<file path="src/rtl/risc_v_mem_bus_arbiter.sv">
// Round-robin arbiter sharing the risc_v_mem_ctrl bus between instruction fetch and the LSU.
// Faulting requests are answered locally and never reach the bus.
module risc_v_mem_bus_arbiter #(
  parameter int RD_LAT = 1,
  parameter int WR_LAT = 1
) (
  input  logic        clk,
  input  logic        rst_n,
  input  logic        if_req,
  input  logic [31:0] if_addr,
  output logic        if_gnt,
  output logic        if_rvalid,
  output logic [31:0] if_rdata,
  output logic        if_err,
  input  logic        lsu_req,
  input  logic        lsu_we,
  input  logic [31:0] lsu_addr,
  input  logic [31:0] lsu_wdata,
  output logic        lsu_gnt,
  output logic        lsu_rvalid,
  output logic [31:0] lsu_rdata,
  output logic        lsu_err,
  output logic [31:0] mem_bus_rd_addr,
  output logic [31:0] mem_bus_wr_addr,
  output logic        mem_bus_read,
  output logic        mem_bus_write,
  output logic [31:0] mem_bus_wr_data,
  input  logic [31:0] mem_bus_rd_data
);

  typedef enum logic [1:0] {IDLE, ACCESS, RESP} state_t;

  localparam logic [3:0] RD_CNT = 4'(RD_LAT - 1);
  localparam logic [3:0] WR_CNT = 4'(WR_LAT - 1);

  state_t      state;
  logic        last_owner;  // 1 = LSU
  logic        owner_lsu;
  logic        is_write;
  logic [3:0]  cnt;
  logic        pick_if;
  logic        pick_lsu;
  logic [31:0] req_addr;
  logic        req_we;
  logic        req_fault;

  function automatic logic addr_fault(input logic [31:0] a, input logic from_lsu,
                                      input logic we);
    logic in_text, in_data, in_mmio;
    in_text = (a >= 32'h0040_0000) && (a <= 32'h0FFF_FFFF);
    in_data = (a >= 32'h1000_0000) && (a <= 32'h7FFF_FFFF);
    in_mmio = (a >= 32'hFFFF_0000);
    if (a[1:0] != 2'b00) return 1'b1;
    if (!from_lsu) return !in_text;
    return !(in_text || in_data || in_mmio) || (we && in_text);
  endfunction

  // On a tie the requester that did not own the previous transaction wins.
  always_comb begin
    pick_if  = 1'b0;
    pick_lsu = 1'b0;
    if (state == IDLE && rst_n) begin
      if (if_req && lsu_req) begin
        pick_lsu = ~last_owner;
        pick_if  = last_owner;
      end else begin
        pick_lsu = lsu_req;
        pick_if  = if_req;
      end
    end
  end

  assign if_gnt    = pick_if;
  assign lsu_gnt   = pick_lsu;
  assign req_addr  = pick_lsu ? lsu_addr : if_addr;
  assign req_we    = pick_lsu & lsu_we;
  assign req_fault = addr_fault(req_addr, pick_lsu, req_we);

  always_ff @(posedge clk or negedge rst_n) begin
    if (!rst_n) begin
      state           <= IDLE;
      last_owner      <= 1'b0;
      owner_lsu       <= 1'b0;
      is_write        <= 1'b0;
      cnt             <= '0;
      if_rvalid       <= 1'b0;
      if_rdata        <= '0;
      if_err          <= 1'b0;
      lsu_rvalid      <= 1'b0;
      lsu_rdata       <= '0;
      lsu_err         <= 1'b0;
      mem_bus_rd_addr <= '0;
      mem_bus_wr_addr <= '0;
      mem_bus_read    <= 1'b0;
      mem_bus_write   <= 1'b0;
      mem_bus_wr_data <= '0;
    end else begin
      case (state)
        IDLE: begin
          if (pick_if || pick_lsu) begin
            last_owner <= pick_lsu;
            owner_lsu  <= pick_lsu;
            is_write   <= req_we;
            if (req_fault) begin
              state <= RESP;
              if (pick_lsu) begin
                lsu_rvalid <= 1'b1;
                lsu_err    <= 1'b1;
              end else begin
                if_rvalid <= 1'b1;
                if_err    <= 1'b1;
              end
            end else begin
              state <= ACCESS;
              if (req_we) begin
                mem_bus_write   <= 1'b1;
                mem_bus_wr_addr <= req_addr;
                mem_bus_wr_data <= lsu_wdata;
                cnt             <= WR_CNT;
              end else begin
                mem_bus_read    <= 1'b1;
                mem_bus_rd_addr <= req_addr;
                cnt             <= RD_CNT;
              end
            end
          end
        end
        ACCESS: begin
          if (cnt == 4'd0) begin
            state           <= RESP;
            mem_bus_read    <= 1'b0;
            mem_bus_write   <= 1'b0;
            mem_bus_rd_addr <= '0;
            mem_bus_wr_addr <= '0;
            mem_bus_wr_data <= '0;
            if (owner_lsu) begin
              lsu_rvalid <= 1'b1;
              lsu_rdata  <= is_write ? 32'h0 : mem_bus_rd_data;
            end else begin
              if_rvalid <= 1'b1;
              if_rdata  <= mem_bus_rd_data;
            end
          end else begin
            cnt <= cnt - 4'd1;
          end
        end
        RESP: begin
          state      <= IDLE;
          if_rvalid  <= 1'b0;
          if_rdata   <= '0;
          if_err     <= 1'b0;
          lsu_rvalid <= 1'b0;
          lsu_rdata  <= '0;
          lsu_err    <= 1'b0;
        end
        default: state <= IDLE;
      endcase
    end
  end

endmodule

</file>
<file path="config.mk">
export PLATFORM = sky130hd
export DESIGN_NAME = risc_v_mem_bus_arbiter
export DESIGN_NICKNAME = d
export VERILOG_FILES = /design/src/rtl/risc_v_mem_bus_arbiter.sv
export SDC_FILE = /design/constraint.sdc
export NUM_CORES = 1
export LEC_CHECK = 0
export CAP_MARGIN = 0
export CORE_ASPECT_RATIO = 1.1
export CORE_UTILIZATION = 46
export DETAILED_ROUTE_END_ITERATION = 10
export MAX_ROUTING_LAYER = met4
export PLACE_DENSITY = 0.86
export SETUP_SLACK_MARGIN = 0.4
export SLEW_MARGIN = 20
export SYNTH_ARGS = -nofsm -noshare
export SYNTH_HDL_FRONTEND = slang
export SYNTH_SLANG_ARGS = --single-unit
</file>
<file path="constraint.sdc">
create_clock -name clk -period 4.48 [get_ports clk]
set_input_delay 0.896 -clock clk [delete_from_list [all_inputs] [get_ports clk]]
set_output_delay 0.896 -clock clk [all_outputs]
set_load 0.005 [all_outputs]
</file>
==> reports/qor.yml <==
synth_edf_count: 0
status: "finished clean"
grt_start_max_net_pins: 81
synth_ff_type: "dfrtp_1"
postRouteAntennaNets: 0
path_cells: "clkdlybuf4s50_1, a21boi_1, nor3_1, clkdlybuf4s50_1"
critical-path-top-delay-family: "buffers and inverters"
num_rows: 46
synth_seq_cells: 174
cp_max_fo: 4
port_buffers: 300
drive_gt1_frac: 0.06936
grt_setup_unrepaired: "no"
peakVddDrop_mv: 0.2985
cts_tree: "done"
leakage_nw: 4.556
area_growth_pct: 52.90
drc: 0
critical_path.startpoint_type: "input pin"
grt_pass1_wl_um: 34860
fin_crit_sh: 0.7952
crit_arrival_ps: 2670
clkLatencyLatePin_ps: 420
max_stage_delay_ps: 620
cp_common_cell: "clkdlybuf4s50_1"
drv_slew: 0
maxCapViolCount: 0
critPathBufInv: 2
fin_util: 0.7309
die_area_um2: 15750
avgViaCountPerCell: 5.744
critical_path.slowest_cell: "clkdlybuf4s50_1"
reg2reg_setup_slack_ps: 1750
syn_area_um2: 7015
tns_ps: 0
layout_common_cells: "clkdlybuf4s50_1, dfrtp_1, nand2_1"
drt_iter0_markers: 522
grt_overflow: 0
numCtsBuffers: 17
track_usage: 0.2970
dpl_worst_slack_ps: 620.0
grt_pass1_vias: 6294
whs_ps: 302.9
routed_wirelength_um: 21970
synth_area_leader_cell: "dfrtp_1"
wl_per_cell_um: 20.78
coreArea_um2: 14680
netlist_top_cells_area: "dfrtp_1, a22o_1, o2bb2ai_1"
path_clk_slew_ps: 60
cts_setup_buffers: 0
ys_seq_area_frac: 0.6207
synth_top_cell_area_share: 0.6207
cts_max_path_buffers: 2
fp.dieH_um: 131.5
syn_nets: 699
fmax_ghz: 0.2807
syn_area_per_cell_um2: 12.44
post_cts_resized: 0
async_reset_ff_frac: 1.000
hp-class: "in2async"
diodes: 0
setup_viol: 0
cts_hold_buf: 0
dp_hpwl_um: 15450
period_minus_slack_ps: 3562
worst_pin_slew_ps: 949.2
max_slew_margin: 0.3672
io_pins: 301
crit_type: "in2out"
h-tree-depth: 4
synth_cell_type_count: 52
cts.sinks: 174
fin_nets: 987
ctsRootBufferMaster: "clkbuf_16"
worst_slack_ps: 917.7
hold_viol: 0
gp_congestion: 0.8248
firstDrtPassIters: 5
synthCells: 564
p_per_area_nw_per_um2: 394.2
grt_antenna_before_repair: 0
cp-end-kind: "output pin"
clock_skew_ps: 5.691
critical_path_required_ps: 3580
yosys_warnings: 0
final_common_cell: "clkdlybuf4s50_1"
initial_core_util: 0.4780
routed-via-count: 6071
die_w_um: 119.7
-- metrics by stage --
stage               total power (W)  cell area (um^2)  cells
floorplan                  0.002215              7015    564
global placement           0.002819             10160   1025
detailed placement         0.002863             10160   1025
CTS                        0.004253             10720   1057
global route               0.004400             10730   1057
finish                     0.004228             10730   1057
-- area by class of cell --
class	count	area (um^2)
clock buffer	23	498.0
clock inverter	9	60.06
fill	984	3950
inverter	7	26.28
multi-input combinational	340	2450
sequential	174	4354
tap	192	240.2
timing repair buffer	312	3098
-- where the power goes --
part	switching (W)	total, W	leakage [nW]	internal, W
logic	0.000333	0.000918	1.94	0.000585
registers	0.000155	0.00193	2.34	0.00177
clock network	0.000600	0.00138	0.271	0.000781
-- cells by family after synthesis --
| group | after synthesis | synth area share |
|---|---|---|
| buffers and inverters | 50 | 0.03585 |
| and+or+nand+nor | 117 | 0.08240 |
| muxes | 30 | 0.04280 |
| AOI/OAI and AO/OA | 188 | 0.2110 |
| DFF | 174 | 0.6207 |
| xor gates and xnor gates | 3 | 0.003746 |
| adders and majority gates | 2 | 0.003566 |
-- per-layer routing --
metal | part of all wire | global-route usage | wire (um)
met4 | 0.032 | 0.1389 | 707
met1 | 0.39 | 0.3615 | 8664
met3 | 0.067 | 0.06380 | 1470
met5 | 0 | - | 0
met2 | 0.51 | 0.4717 | 11130
-- path summary, 6_finish.rpt --
check | from | end | cells past startpoint
min reg2reg | mem_bus_rd_addr[1]$_DFFE_PN0P_ | mem_bus_rd_addr[1]$_DFFE_PN0P_ | 1
max in group asynchronous | rst_n | mem_bus_wr_addr[7]$_DFFE_PN0P_ | 3
min | rst_n | if_err$_DFFE_PN0P_ | 1
max reg2reg | state[1]$_DFFE_PN0P_ | mem_bus_read$_DFFE_PN0P_ | 7
max | if_req | if_gnt | 4
min in group clk | mem_bus_rd_addr[1]$_DFFE_PN0P_ | mem_bus_rd_addr[1]$_DFFE_PN0P_ | 1
-- synth_stat cells, drive strengths merged, types with 4 or more instances --
library cell and count:
nor2 12, nor3 4, a22o 64, buf 20
o21ai 5, nor4 5, o2bb2ai 60, and2 5
a21oi 38, inv 7, clkbuf 23, nor3b 4
nand4 4, nand2 73, dfrtp 174, mux2i 30
-- worst register-to-register path, delay by kind of cell (launching register included) --
family,cells,cell delay (ps)
AND/OR/NAND/NOR,2,480
AO/OA/AOI/OAI,3,1030
flip-flops,1,560
buffers and inverters,2,520
-- state kept, by name, summed over array words and instances (netlist names), 2 cells and up --
signal           count
lsu_rdata           32
mem_bus_wr_addr     32
mem_bus_wr_data     32
mem_bus_rd_addr     32
if_rdata            32
state                2
cnt                  4
No activity file was read; power rests on OpenSTA's default activity.
